--- src/rtl/uart_tx_framer.sv ---
// -----------------------------------------------------------------------------
// uart_tx_framer
//
// Purpose:
//   Serialises result bytes onto the board-level UART transmit pin. Bytes are
//   accepted over a valid/ready handshake into a small FIFO and shifted out
//   as 8N1 frames (start bit, 8 data bits LSB first, one stop bit) at a fixed
//   baud divider. A new frame only starts while `enb` is high. A frame that
//   is already on the line always completes, unless reset aborts it.
//
// Parameters:
//   CLKS_PER_BIT  clk cycles per UART bit slot (>= 2)
//   FIFO_DEPTH    byte buffer entries (power of two, >= 2)
//   CNT_W         width of fifo_count ($clog2(FIFO_DEPTH)+1)
//
// Ports:
//   clk         in   system clock, all logic on the rising edge
//   rst         in   synchronous reset, active-low
//   enb         in   frame-start enable, level-sensitive
//   in_data     in   byte to transmit
//   in_valid    in   in_data valid
//   in_ready    out  FIFO can accept (fifo_count < FIFO_DEPTH)
//   tx_data     out  UART serial line, idle high (registered)
//   busy        out  high while a frame is on the line (registered)
//   fifo_count  out  bytes buffered, excluding the byte being shifted
// -----------------------------------------------------------------------------
module uart_tx_framer #(
    parameter int CLKS_PER_BIT = 868,
    parameter int FIFO_DEPTH   = 16,
    parameter int CNT_W        = $clog2(FIFO_DEPTH) + 1
) (
    input  logic             clk,
    input  logic             rst,
    input  logic             enb,
    input  logic [7:0]       in_data,
    input  logic             in_valid,
    output logic             in_ready,
    output logic             tx_data,
    output logic             busy,
    output logic [CNT_W-1:0] fifo_count
);

    // -------------------------------------------------------------------------
    // Local constants
    // -------------------------------------------------------------------------
    localparam int AW     = (FIFO_DEPTH > 1) ? $clog2(FIFO_DEPTH) : 1;
    localparam int BAUD_W = (CLKS_PER_BIT > 1) ? $clog2(CLKS_PER_BIT) : 1;

    localparam logic [BAUD_W-1:0] BAUD_ZERO = {BAUD_W{1'b0}};
    localparam logic [BAUD_W-1:0] BAUD_ONE  = BAUD_W'(1);
    localparam logic [BAUD_W-1:0] BAUD_LAST = BAUD_W'(CLKS_PER_BIT - 1);

    localparam logic [AW-1:0]     PTR_ZERO  = {AW{1'b0}};
    localparam logic [AW-1:0]     PTR_ONE   = AW'(1);

    localparam logic [CNT_W-1:0]  CNT_ZERO  = {CNT_W{1'b0}};
    localparam logic [CNT_W-1:0]  CNT_ONE   = CNT_W'(1);
    localparam logic [CNT_W-1:0]  CNT_DEPTH = CNT_W'(FIFO_DEPTH);

    localparam logic [2:0]        BIT_ZERO  = 3'd0;
    localparam logic [2:0]        BIT_ONE   = 3'd1;
    localparam logic [2:0]        BIT_LAST  = 3'd7;

    typedef enum logic [1:0] {
        ST_IDLE  = 2'd0,
        ST_START = 2'd1,
        ST_DATA  = 2'd2,
        ST_STOP  = 2'd3
    } state_t;

    // -------------------------------------------------------------------------
    // Storage and state
    // -------------------------------------------------------------------------
    logic [7:0]        fifo_mem_r [FIFO_DEPTH];
    logic [AW-1:0]     wr_ptr_r;
    logic [AW-1:0]     rd_ptr_r;
    logic [CNT_W-1:0]  count_r;

    state_t            state_r;
    state_t            state_nxt_s;
    logic [BAUD_W-1:0] baud_r;
    logic [BAUD_W-1:0] baud_nxt_s;
    logic [2:0]        bit_idx_r;
    logic [2:0]        bit_idx_nxt_s;
    logic [7:0]        shift_r;
    logic [7:0]        shift_nxt_s;
    logic              tx_r;
    logic              tx_nxt_s;
    logic              busy_r;
    logic              busy_nxt_s;

    // -------------------------------------------------------------------------
    // Handshake / status terms
    // -------------------------------------------------------------------------
    logic              fifo_empty_s;
    logic              in_ready_s;
    logic              push_s;
    logic              pop_s;
    logic              slot_end_s;
    logic              can_pop_s;

    // FIFO status and handshake qualifiers, all derived from registered state.
    // in_ready deliberately ignores a same-edge pop: a full FIFO refuses the
    // push even on the edge that frees an entry.
    always_comb begin
        fifo_empty_s = (count_r == CNT_ZERO);
        in_ready_s   = (count_r < CNT_DEPTH);
        push_s       = in_valid & in_ready_s;
        slot_end_s   = (baud_r == BAUD_LAST);
        can_pop_s    = enb & ~fifo_empty_s;
    end

    // Next-state logic for the frame FSM, baud counter, bit index and shifter.
    // A pop only ever happens on a transition into START.
    always_comb begin
        state_nxt_s   = state_r;
        baud_nxt_s    = baud_r;
        bit_idx_nxt_s = bit_idx_r;
        shift_nxt_s   = shift_r;
        pop_s         = 1'b0;

        case (state_r)
            ST_IDLE: begin
                baud_nxt_s    = BAUD_ZERO;
                bit_idx_nxt_s = BIT_ZERO;
                if (can_pop_s) begin
                    pop_s       = 1'b1;
                    shift_nxt_s = fifo_mem_r[rd_ptr_r];
                    state_nxt_s = ST_START;
                end else begin
                    state_nxt_s = ST_IDLE;
                end
            end

            ST_START: begin
                if (slot_end_s) begin
                    baud_nxt_s    = BAUD_ZERO;
                    bit_idx_nxt_s = BIT_ZERO;
                    state_nxt_s   = ST_DATA;
                end else begin
                    baud_nxt_s    = baud_r + BAUD_ONE;
                end
            end

            ST_DATA: begin
                if (slot_end_s) begin
                    baud_nxt_s = BAUD_ZERO;
                    if (bit_idx_r == BIT_LAST) begin
                        bit_idx_nxt_s = BIT_ZERO;
                        state_nxt_s   = ST_STOP;
                    end else begin
                        bit_idx_nxt_s = bit_idx_r + BIT_ONE;
                    end
                end else begin
                    baud_nxt_s = baud_r + BAUD_ONE;
                end
            end

            ST_STOP: begin
                if (slot_end_s) begin
                    baud_nxt_s    = BAUD_ZERO;
                    bit_idx_nxt_s = BIT_ZERO;
                    // Chain straight into the next start bit when data is
                    // waiting, so consecutive frames have no idle gap.
                    if (can_pop_s) begin
                        pop_s       = 1'b1;
                        shift_nxt_s = fifo_mem_r[rd_ptr_r];
                        state_nxt_s = ST_START;
                    end else begin
                        state_nxt_s = ST_IDLE;
                    end
                end else begin
                    baud_nxt_s = baud_r + BAUD_ONE;
                end
            end

            default: begin
                baud_nxt_s    = BAUD_ZERO;
                bit_idx_nxt_s = BIT_ZERO;
                state_nxt_s   = ST_IDLE;
            end
        endcase
    end

    // Line level and busy flag for the upcoming cycle, decoded from the next
    // state so that both outputs can be registered without a cycle of skew.
    always_comb begin
        tx_nxt_s   = 1'b1;
        busy_nxt_s = 1'b0;

        case (state_nxt_s)
            ST_IDLE: begin
                tx_nxt_s   = 1'b1;
                busy_nxt_s = 1'b0;
            end
            ST_START: begin
                tx_nxt_s   = 1'b0;
                busy_nxt_s = 1'b1;
            end
            ST_DATA: begin
                tx_nxt_s   = shift_nxt_s[bit_idx_nxt_s];
                busy_nxt_s = 1'b1;
            end
            ST_STOP: begin
                tx_nxt_s   = 1'b1;
                busy_nxt_s = 1'b1;
            end
            default: begin
                tx_nxt_s   = 1'b1;
                busy_nxt_s = 1'b0;
            end
        endcase
    end

    // Frame FSM and output registers; reset aborts any frame in flight and
    // returns the line high on the same edge.
    always_ff @(posedge clk) begin
        if (!rst) begin
            state_r   <= ST_IDLE;
            baud_r    <= BAUD_ZERO;
            bit_idx_r <= BIT_ZERO;
            shift_r   <= 8'h00;
            tx_r      <= 1'b1;
            busy_r    <= 1'b0;
        end else begin
            state_r   <= state_nxt_s;
            baud_r    <= baud_nxt_s;
            bit_idx_r <= bit_idx_nxt_s;
            shift_r   <= shift_nxt_s;
            tx_r      <= tx_nxt_s;
            busy_r    <= busy_nxt_s;
        end
    end

    // FIFO pointers and occupancy. Pointers wrap naturally because the depth
    // is a power of two; a simultaneous push and pop leaves the count as is.
    always_ff @(posedge clk) begin
        if (!rst) begin
            wr_ptr_r <= PTR_ZERO;
            rd_ptr_r <= PTR_ZERO;
            count_r  <= CNT_ZERO;
        end else begin
            if (push_s) begin
                wr_ptr_r <= wr_ptr_r + PTR_ONE;
            end
            if (pop_s) begin
                rd_ptr_r <= rd_ptr_r + PTR_ONE;
            end
            case ({push_s, pop_s})
                2'b10:   count_r <= count_r + CNT_ONE;
                2'b01:   count_r <= count_r - CNT_ONE;
                default: count_r <= count_r;
            endcase
        end
    end

    // FIFO data array; contents need no reset since the pointers define
    // which entries are live.
    always_ff @(posedge clk) begin
        if (rst && push_s) begin
            fifo_mem_r[wr_ptr_r] <= in_data;
        end
    end

    // -------------------------------------------------------------------------
    // Output mapping
    // -------------------------------------------------------------------------
    assign in_ready   = in_ready_s;
    assign tx_data    = tx_r;
    assign busy       = busy_r;
    assign fifo_count = count_r;

endmodule

--- config.mk ---
export PLATFORM = sky130hd
export DESIGN_NAME = uart_tx_framer
export DESIGN_NICKNAME = d
export VERILOG_FILES = /design/src/rtl/uart_tx_framer.sv
export SDC_FILE = /design/constraint.sdc
export NUM_CORES = 1
export LEC_CHECK = 0
export BUFFER_PORTS_ARGS = -buffer_cell sky130_fd_sc_hd__buf_2
export CAP_MARGIN = 20
export CORE_MARGIN = 3
export CORE_UTILIZATION = 60
export CTS_CLUSTER_SIZE = 20
export DETAILED_ROUTE_END_ITERATION = 7
export GPL_TIMING_DRIVEN = 0
export MAX_ROUTING_LAYER = met4
export PLACE_DENSITY = 0.87
export SLEW_MARGIN = 40
export SYNTH_ARGS = -nofsm -noshare
export SYNTH_HDL_FRONTEND = slang
export SYNTH_SLANG_ARGS = --single-unit
--- constraint.sdc ---
create_clock -name clk -period 4.8 [get_ports clk]
set_clock_uncertainty 0.15 [all_clocks]
set_input_delay 0.96 -clock clk [delete_from_list [all_inputs] [get_ports clk]]
set_output_delay 0.96 -clock clk [all_outputs]
set_load 0.005 [all_outputs]
== Yosys cells after proc, flatten, opt, wreduce, memory -nomap -nowiden ==
Memory sizes are Yosys's and may differ from the RTL's. A register that Yosys moved wholly into a read port is not among the register bits.
Cells that the tools add are included.
W data, S select, Z words.
Word-level totals
  register bits after elaboration: 38
  bits in writable memories: 128
  bits of input ports: 12
  output and inout port bits: 8
  word-level logic and storage cells: 67
  memories: 1
Cells by class
  add/sub/neg operators: 6
  $lt $le $gt $ge: 2
  equality and inequality tests: 10
  multiplexer cells: 27
  bitwise operators: 3
  reductions and logical operators: 9
Memory list
  fifo_mem_r: words 16, width 8, read ports 1, clocked after memory_dff 1, write ports 1, RTL line 74  | logic [7:0] fifo_mem_r [FIFO_DEPTH];
Operators with widths (count)
  $pmux W10 S2: 1
  $mux W8: 2
  $pmux W8 S2: 1
  $add A10 B1 Y10 const B: 1
  $eq A10 B10 Y1 const B: 1
  $eq A2 B2 Y1 const B: 5
  $mux W10: 1
  $pmux W5 S2: 1
  $mux W3: 3
  $pmux W3 S3: 1
  $add A4 B1 Y4 const B: 2
  $mux W2: 4
  $mux W4: 2
  $pmux W2 S4: 1
  $eq A2 B1 Y1 const B: 3
  $mux W1: 6
  $reduce_or A3 Y1: 2
  $add A5 B1 Y5 const B: 1
  $logic_not A5 Y1: 1
  $lt A5 B5 Y1 const B: 1
  $sub A5 B1 Y5 const B: 1
  $logic_not A2 Y1: 2
  $lt A3 B4 Y1 const B: 1
  $pmux W1 S2: 2
  other kinds (9): 11

== Depth between registers and ports, before layout ==
Gate-level depths: netlist (run 1).
  word-level depth: 9
  depth in mapped cells: 15
  gate-level depth less buffers: 13

== Least setup slack after synthesis (run 1) ==
No wires, ideal clock.
  kind: in2reg
  start: in enb
  end: reg count_r[2] (netlist: fifo_count[2])
  arrival: 3.186 ns
  slack: 1.394 ns
  cell stages on the path: 13
  path buffers: 2
  path through: inv_1 a211oi_2 nand2_1 inv_2 buf_2 ha_1 clkbuf_1 xor2_1 ha_1 a31oi_1 xor2_1 or3_1 a21oi_1
On the way
  word-level cells in the longest chain between the ends: 6
  elaborated cells on any way between the ends: 8
  classes of those cells: eq/ne (2); mux (4); bitwise (1); reduce/logical (1)
Ends and longest elaborated chain
  start: declaration: RTL line 34  | input logic enb,
  $and A1 B1 Y1 (*): RTL line 110  | can_pop_s = enb & ~fifo_empty_s;
  $mux W1 (*): RTL line 126, 165
  $mux W1: RTL line 160  | if (slot_end_s) begin
  $pmux W1 S2 (*): RTL line 122  | case (state_r)
  net pop_s: RTL line 98  | logic pop_s;
  $eq A2 B1 Y1 / $eq A2 B2 Y1 (equally long branches): RTL line 249  | case ({push_s, pop_s})
  $pmux W5 S2 / $reduce_bool A2 Y1 (equally long branches)
  end signal: assignment: RTL line 250  | 2'b10: count_r <= count_r + CNT_ONE;
  end signal: assignment: RTL line 251  | 2'b01: count_r <= count_r - CNT_ONE;
  end signal: assignment: RTL line 252  | default: count_r <= count_r;
  end: declaration: RTL line 77  | logic [CNT_W-1:0] count_r;
Mark *: on every way through the listed nets, which the timed path passes. The rest lies on a longest branch.
A chain may end at the register's enable or synchronous reset.

== Worst setup path in the final report (run 1) ==
  start: reg state_r[0]
  end: reg count_r[4] (netlist: fifo_count[4])
On the way
  word-level cells in the longest chain between the ends: 4
  elaborated cells on any way between the ends: 7
  classes of those cells: eq/ne (3); mux (2); reduce/logical (2)
Ends and longest elaborated chain
  start: declaration: RTL line 79  | state_t state_r;
  start signal: assignment: RTL line 226  | state_r <= state_nxt_s;
  $eq A2 B2 Y1 / $logic_not A2 Y1 (equally long branches): RTL line 122
  $pmux W1 S2 (*): RTL line 122
  net pop_s: RTL line 98
  $eq A2 B1 Y1 / $eq A2 B2 Y1 (equally long branches): RTL line 249
  $pmux W5 S2 / $reduce_bool A2 Y1 (equally long branches)
Marks and branches as above.

==> run summary, run 1 <==
outcome: finished, final reports clean
min Tclk post-route: 3700 ps
area leader, netlist: edfxtp_1
final hold viol count: 0
max_slew headroom: 46.97%
r2r startpoint: state_r[0]$_SDFF_PN0_
ANT nets after route: 0
Synth Instances: 464
initial antenna violation count: 0
post-cts sizing count: 0
via count: 4090
Area contributors post-synth: edfxtp_1 (54%), dfxtp_1 (12%), mux4_2 (11%)
CORE AREA: 0.01117 mm^2
EDFF count, synth: 128
CP endpoint kind: register
Vias per Instance: 6.254
most numerous cell in the Yosys netlist: edfxtp_1
Mapped Avg Cell Area: 15.20 um^2
DP Wirelength: 9052 um
worst hold start: baud_r[0]$_SDFF_PP0_
FF-to-FF path depth: 15
post-synthesis cell area: 0.007054 mm^2
Layout area overhead: 12.49%
main flop type after synthesis: edfxtp_1
reg2reg end: fifo_count[4]$_SDFFE_PN0P_
fin nets: 531
fillers: 688
Total GRT Usage: 24.11%
maximum clock rate: 270.3 MHz
Top Ports: 20
crit start category: register
worst path arrival time: 3910 ps
clk sinks: 170
setup tns final: 0 ps
Die X: 114.4 um
clk root buf: clkbuf_16
maxcap violations: 0
register area share after synthesis: 66.41%
hold slack: 327.1 ps
R2R Setup Slk: 1100 ps
Clock Pin Slew Worst Setup and Hold Paths: 60 ps
setup violators final: 0
port bufs: 18
RSZ-0062 raised after global routing: no
Avg WL per Cell: 21.59 um
H-tree lvl count: 4
CTS buffer count: 17
num rows: 38
Post-CTS Hold Buffers: 0
CP max FO: 10
layout cells sized above 1: 21.21%
die area: 0.01309 mm^2
drt first pass iters: 5
clock latency on the worst-skew pair: 430 ps
Initial Utilization: 63.14%
crit path kind: register to register
Die Y-Extent: 114.4 um
Post-synth top cells: edfxtp_1 (128), nor2_1 (55), dfxtp_1 (42)
routed wire length: 14120 um
HP Class: register to register
syn_nets: 494
post-synthesis register bit count: 170
Yosys top cell area share: 54.49%
async set or reset register ratio after synthesis: 0%
grt total ovfl: 0
Tightest Pin Transition: 792.5 ps
Syn. warnings: 0
TritonCTS clock tree: yes
max-slew violations: 0
largest net degree at the start of global routing: 17
setup bufs post-CTS: 0
Leak: 2.704 nW
WP data required: 5010 ps
Clock Tree Buf Depth: 2
Antenna diodes: 0
GP Congestion: 0.8378
vias in the first global route: 4039
DRC violations left: 0
PwrDens: 490.2 mW/mm^2
post-synthesis cell type count: 53
final period utilization: 77.07%
DR iter-0 viols: 572
maximum vdd ir drop: 0.0005186 V
first-pass GRT wire length: 22450 um
hold depth: 1
worst hold endpoint: baud_r[0]$_SDFF_PP0_
-- sequential cells by signal, summed over array words and instances, names as in the netlist, named ones only --
signal,count
wr_ptr_r,4
shift_r,8
bit_idx_r,3
rd_ptr_r,4
baud_r,10
fifo_count,5
busy,1
tx_data,1
fifo_mem_r,128
state_r,2
-- layout make-up --
cell class	count	area (um^2)	share of cell area, %
Sequential cell	170	4684	59.03
Multi-Input combinational cell	260	2230	28.10
Clock buffer	17	425.4	5.361
Tap cell	140	175.2	2.208
Clock inverter	15	162.7	2.050
Buffer	18	107.6	1.356
Timing Repair Buffer	18	90.09	1.135
Inverter	16	60.06	0.7569
-- per-stage QoR --
stage	setup slack (ps)	utilization [%]	std cells	area, um^2	power [mW]
final	1100	71.02	654	7935	3.890
after global routing	852.3	71.02	654	7935	4.063
after CTS	1133	70.77	654	7908	3.905
after detailed placement	835.1	65.51	622	7320	2.557
after global placement	1028	65.51	622	7320	2.523
after floorplan	1394	-	464	7054	2.354
-- how the worst max path moves through the flow --
stage                                from  slack [ps]                    endpoint  cells past startpoint
floorplan                             enb        1390  fifo_count[2]$_SDFFE_PN0P_                     13
global route        state_r[0]$_SDFF_PN0_         850  fifo_count[2]$_SDFFE_PN0P_                     14
finish              state_r[0]$_SDFF_PN0_        1100  fifo_count[4]$_SDFFE_PN0P_                     15
detailed placement                    enb         840  fifo_count[2]$_SDFFE_PN0P_                     14
global placement                      enb        1030  fifo_count[2]$_SDFFE_PN0P_                     14
CTS                 state_r[0]$_SDFF_PN0_        1130  fifo_count[2]$_SDFFE_PN0P_                     14
-- power by group --
part	switching [mW]	leakage (nW)	internal, mW
Sequential	0.0544	1.49	1.66
Combinational	0.443	0.928	0.382
Clock	0.580	0.282	0.776
-- routing by layer --
layer | wire, um | track usage [%]
met3 | 826 | 6.290
met1 | 6000 | 31.84
met2 | 6970 | 36.98
met4 | 320 | 8.076
met5 | 0 | -
-- kinds of logic after synthesis --
kind of cell / count (synthesis) / share of synthesized area, %
adder cells (fa/ha/maj): 18 / 3.193
multiplexers: 38 / 11.42
AND/OR/NAND/NOR: 138 / 9.258
XOR/XNOR: 18 / 2.235
buffers and inverters: 34 / 2.377
flip-flops: 170 / 66.41
AO/OA/AOI/OAI: 48 / 5.108
-- cell usage in the layout, fill, tap and decap left out, types with 15 or more instances in the layout --
cell	n
buf_2	22
nand3_1	17
nor2_1	44
edfxtp_1	128
clkbuf_16	17
ha_1	18
mux4_2	34
inv_1	15
dfxtp_1	42
nand2_1	28
-- worst max-delay path, stage by stage, from the launching register on --
cell and delay (ps):
dfxtp_1 400, inv_1 110, ha_1 340, a211oi_2 270
nand2_1 200, inv_2 190, buf_2 270, ha_1 180
clkbuf_1 350, xor2_1 200, ha_1 190, inv_1 70
nor3b_1 220, o21ai_0 110, a31oi_1 180, mux2i_1 190
No activity file was read; power rests on OpenSTA's default activity.
==> run 2, diff against run 1 <==
clock period = 3.7 ns   (was 4.8 ns; I/O delays follow)
==> run 2 against run 1 <==
  * Global-route usage is the same
  * Total power grew 30%
  * Via count is essentially flat
  * Register-to-register slack lost 790 ps
  * Sequential cell count is the same
==> run summary, run 2 (synthesis gave the netlist of run 1 again) <==
hold depth: 1 (unchanged)
reg2reg end: fifo_count[4]$_SDFFE_PN0P_
initial antenna violation count: 0 (unchanged)
worst path arrival time: 3600 ps (-310 ps)
routed wire length: 14060 um (-0.43%)
num rows: 38 (unchanged)
Reg power frac: 43.8% (-0.2 points)
most common cell after layout, fill and taps aside: edfxtp_1
maximum clock rate: 295.2 MHz (+9.2%)
Antenna diodes: 0 (unchanged)
Tightest Pin Transition: 816.9 ps (+24.35 ps)
GP Congestion: 0.8378 (unchanged)
HP Class: register to register
crit path kind: register to register
vias in the first global route: 4039 (unchanged)
outcome: finished, final reports clean
r2r startpoint: state_r[0]$_SDFF_PN0_
CP endpoint kind: register
Switching Share: 27.68% (about the same)
final period utilization: 91.55% (+14 points)
PwrDens: 637.6 mW/mm^2 (+30%)
CTS buffer count: 17 (unchanged)
Die X: 114.4 um (unchanged)
maxcap violations: 0 (unchanged)
Die Y-Extent: 114.4 um (unchanged)
Leak: 2.702 nW (about the same)
setup bufs post-CTS: 0 (unchanged)
R2R Setup Slk: 310 ps (-790 ps)
Layout area overhead: 12.61%
max-slew violations: 0 (unchanged)
FF-to-FF path depth: 14 (-1)
crit start category: register
Clock Pin Slew Worst Setup and Hold Paths: 60 ps (about the same)
CORE AREA: 0.01117 mm^2 (unchanged)
placed cells: 622 (unchanged)
clock network power share: 34.8% (about the same)
worst hold endpoint: baud_r[0]$_SDFF_PP0_
Total GRT Usage: 24.11% (unchanged)
Clock Tree Buf Depth: 2 (unchanged)
fin nets: 530 (-0.19%)
Top Ports: 20 (unchanged)
biggest regs: fifo_mem_r: 128 flops, baud_r: 10 flops, shift_r: 8 flops
ANT nets after route: 0 (unchanged)
max_slew headroom: 45.34% (-1.6 points)
TritonCTS clock tree: yes
clk sinks: 170 (unchanged)
Final Core Density: 71.10% (+0.078 points)
Vias per Instance: 6.259 (about the same)
port bufs: 18 (unchanged)
DP Wirelength: 9052 um (unchanged)
layout cells sized above 1: 21.44% (+0.24 points)
setup violators final: 0 (unchanged)
Post-CTS Hold Buffers: 0 (unchanged)
WP data required: 3910 ps (-1100 ps)
first-pass GRT wire length: 22450 um (unchanged)
clock latency on the worst-skew pair: 430 ps (about the same)
Avg WL per Cell: 21.53 um (-0.28%)
Largest register FFs: 128 (unchanged)
Reg with most FFs: fifo_mem_r
final hold viol count: 0 (unchanged)
drt first pass iters: 6 (+1)
maximum vdd ir drop: 0.0006728 V (+30%)
RSZ-0062 raised after global routing: no
DR iter-0 viols: 543 (-5.1%)
Initial Utilization: 63.14% (unchanged)
via count: 4087 (-0.073%)
H-tree lvl count: 4 (unchanged)
grt total ovfl: 0 (unchanged)
Logic pwr share: 21.4% (+0.2 points)
clk root buf: clkbuf_16
Final Non-Filler Cells: 653 (-0.15%)
min Tclk post-route: 3387 ps (-312.2 ps)
worst hold start: baud_r[0]$_SDFF_PP0_
most frequent cells in the layout: edfxtp_1 (128), nor2_1 (44), dfxtp_1 (42), mux4_2 (34), nand2_1 (28)
largest net degree at the start of global routing: 17 (unchanged)
die area: 0.01309 mm^2 (unchanged)
DRC violations left: 0 (unchanged)
cell internal pwr: 3.663 mW (+30%)
NetSw: 1.402 mW (+30%)
CP max FO: 10 (unchanged)
## run 2: cell types whose count changed in the layout (fill, tap and decap cells not counted)
cell	delta
clkbuf_1	-1
ha_1	-1
ha_4	+1
## run 2: layout make-up
| cell class | count | area (um^2) |
|---|---|---|
| Inverter | 16 | 60.06 |
| Fill cell | 688 | 3229 |
| Buffer | 17 | 103.9 |
| Clock buffer | 17 | 425.4 |
| Multi-Input combinational cell | 260 | 2242 |
| Sequential cell | 170 | 4684 |
| Clock inverter | 15 | 162.7 |
| Tap cell | 140 | 175.2 |
| Timing Repair Buffer | 18 | 90.09 |
## run 2: per-stage QoR
step	setup TNS, ps	hold WS [ps]	cell area [um^2]	worst slack, ps	power (mW)
floorplan	0	279.9	7054	513.8	3.054
global placement	0	291.2	7320	148.4	3.273
detailed placement	-72.56	314.2	7320	-44.88	3.317
CTS	0	323.2	7908	32.63	5.066
global route	0	336.8	7944	104.9	5.287
finish	0	327.0	7944	312.6	5.065
## run 2: what timing repair did
action,4_1_cts,5_1_grt
endpoints found under the setup margin,0,2
hold endpoints to repair,0,0
gates resized for setup,0,2
## run 2: power by group through the flow
| stage | Sequential [mW] | Combinational, mW | Clock [mW] |
|---|---|---|---|
| after global routing | 2.23 | 1.19 | 1.87 |
| after detailed placement | 2.26 | 1.06 | 0 |
| after CTS | 2.22 | 1.07 | 1.78 |
| after global placement | 2.25 | 1.02 | 0 |
| final | 2.22 | 1.08 | 1.76 |
| after floorplan | 2.25 | 0.809 | 0 |
## run 2: per-layer routing
metal / vias up / track usage, % / part of all wire, %
met5: - / - / 0
met4: 0 / 8.076 / 2.3
met3: 32 / 6.290 / 6.1
met2: 148 / 36.98 / 49
met1: 2070 / 31.84 / 42
li1: 1837 / - / -
## run 2: critical path, cell delays in order, from the launching register on
cell	delay [ps]
dfxtp_1	400
inv_1	110
ha_1	340
a211oi_2	270
nand2_1	200
inv_2	190
buf_2	290
ha_4	240
xor2_1	170
ha_1	190
inv_1	60
nor3b_1	220
o21ai_0	110
a31oi_1	180
mux2i_1	190
## run 2: how the worst max path moves through the flow
| stage | startpoint | end | cells after the start |
|---|---|---|---|
| 3_3_place_gp | enb | fifo_count[2]$_SDFFE_PN0P_ | 14 |
| 2_1_floorplan | enb | fifo_count[2]$_SDFFE_PN0P_ | 13 |
| 3_5_place_dp | enb | fifo_count[2]$_SDFFE_PN0P_ | 14 |
| 6_report | state_r[0]$_SDFF_PN0_ | fifo_count[4]$_SDFFE_PN0P_ | 14 |
| 5_1_grt | state_r[0]$_SDFF_PN0_ | fifo_count[4]$_SDFFE_PN0P_ | 14 |
| 4_1_cts | state_r[0]$_SDFF_PN0_ | fifo_count[2]$_SDFFE_PN0P_ | 14 |
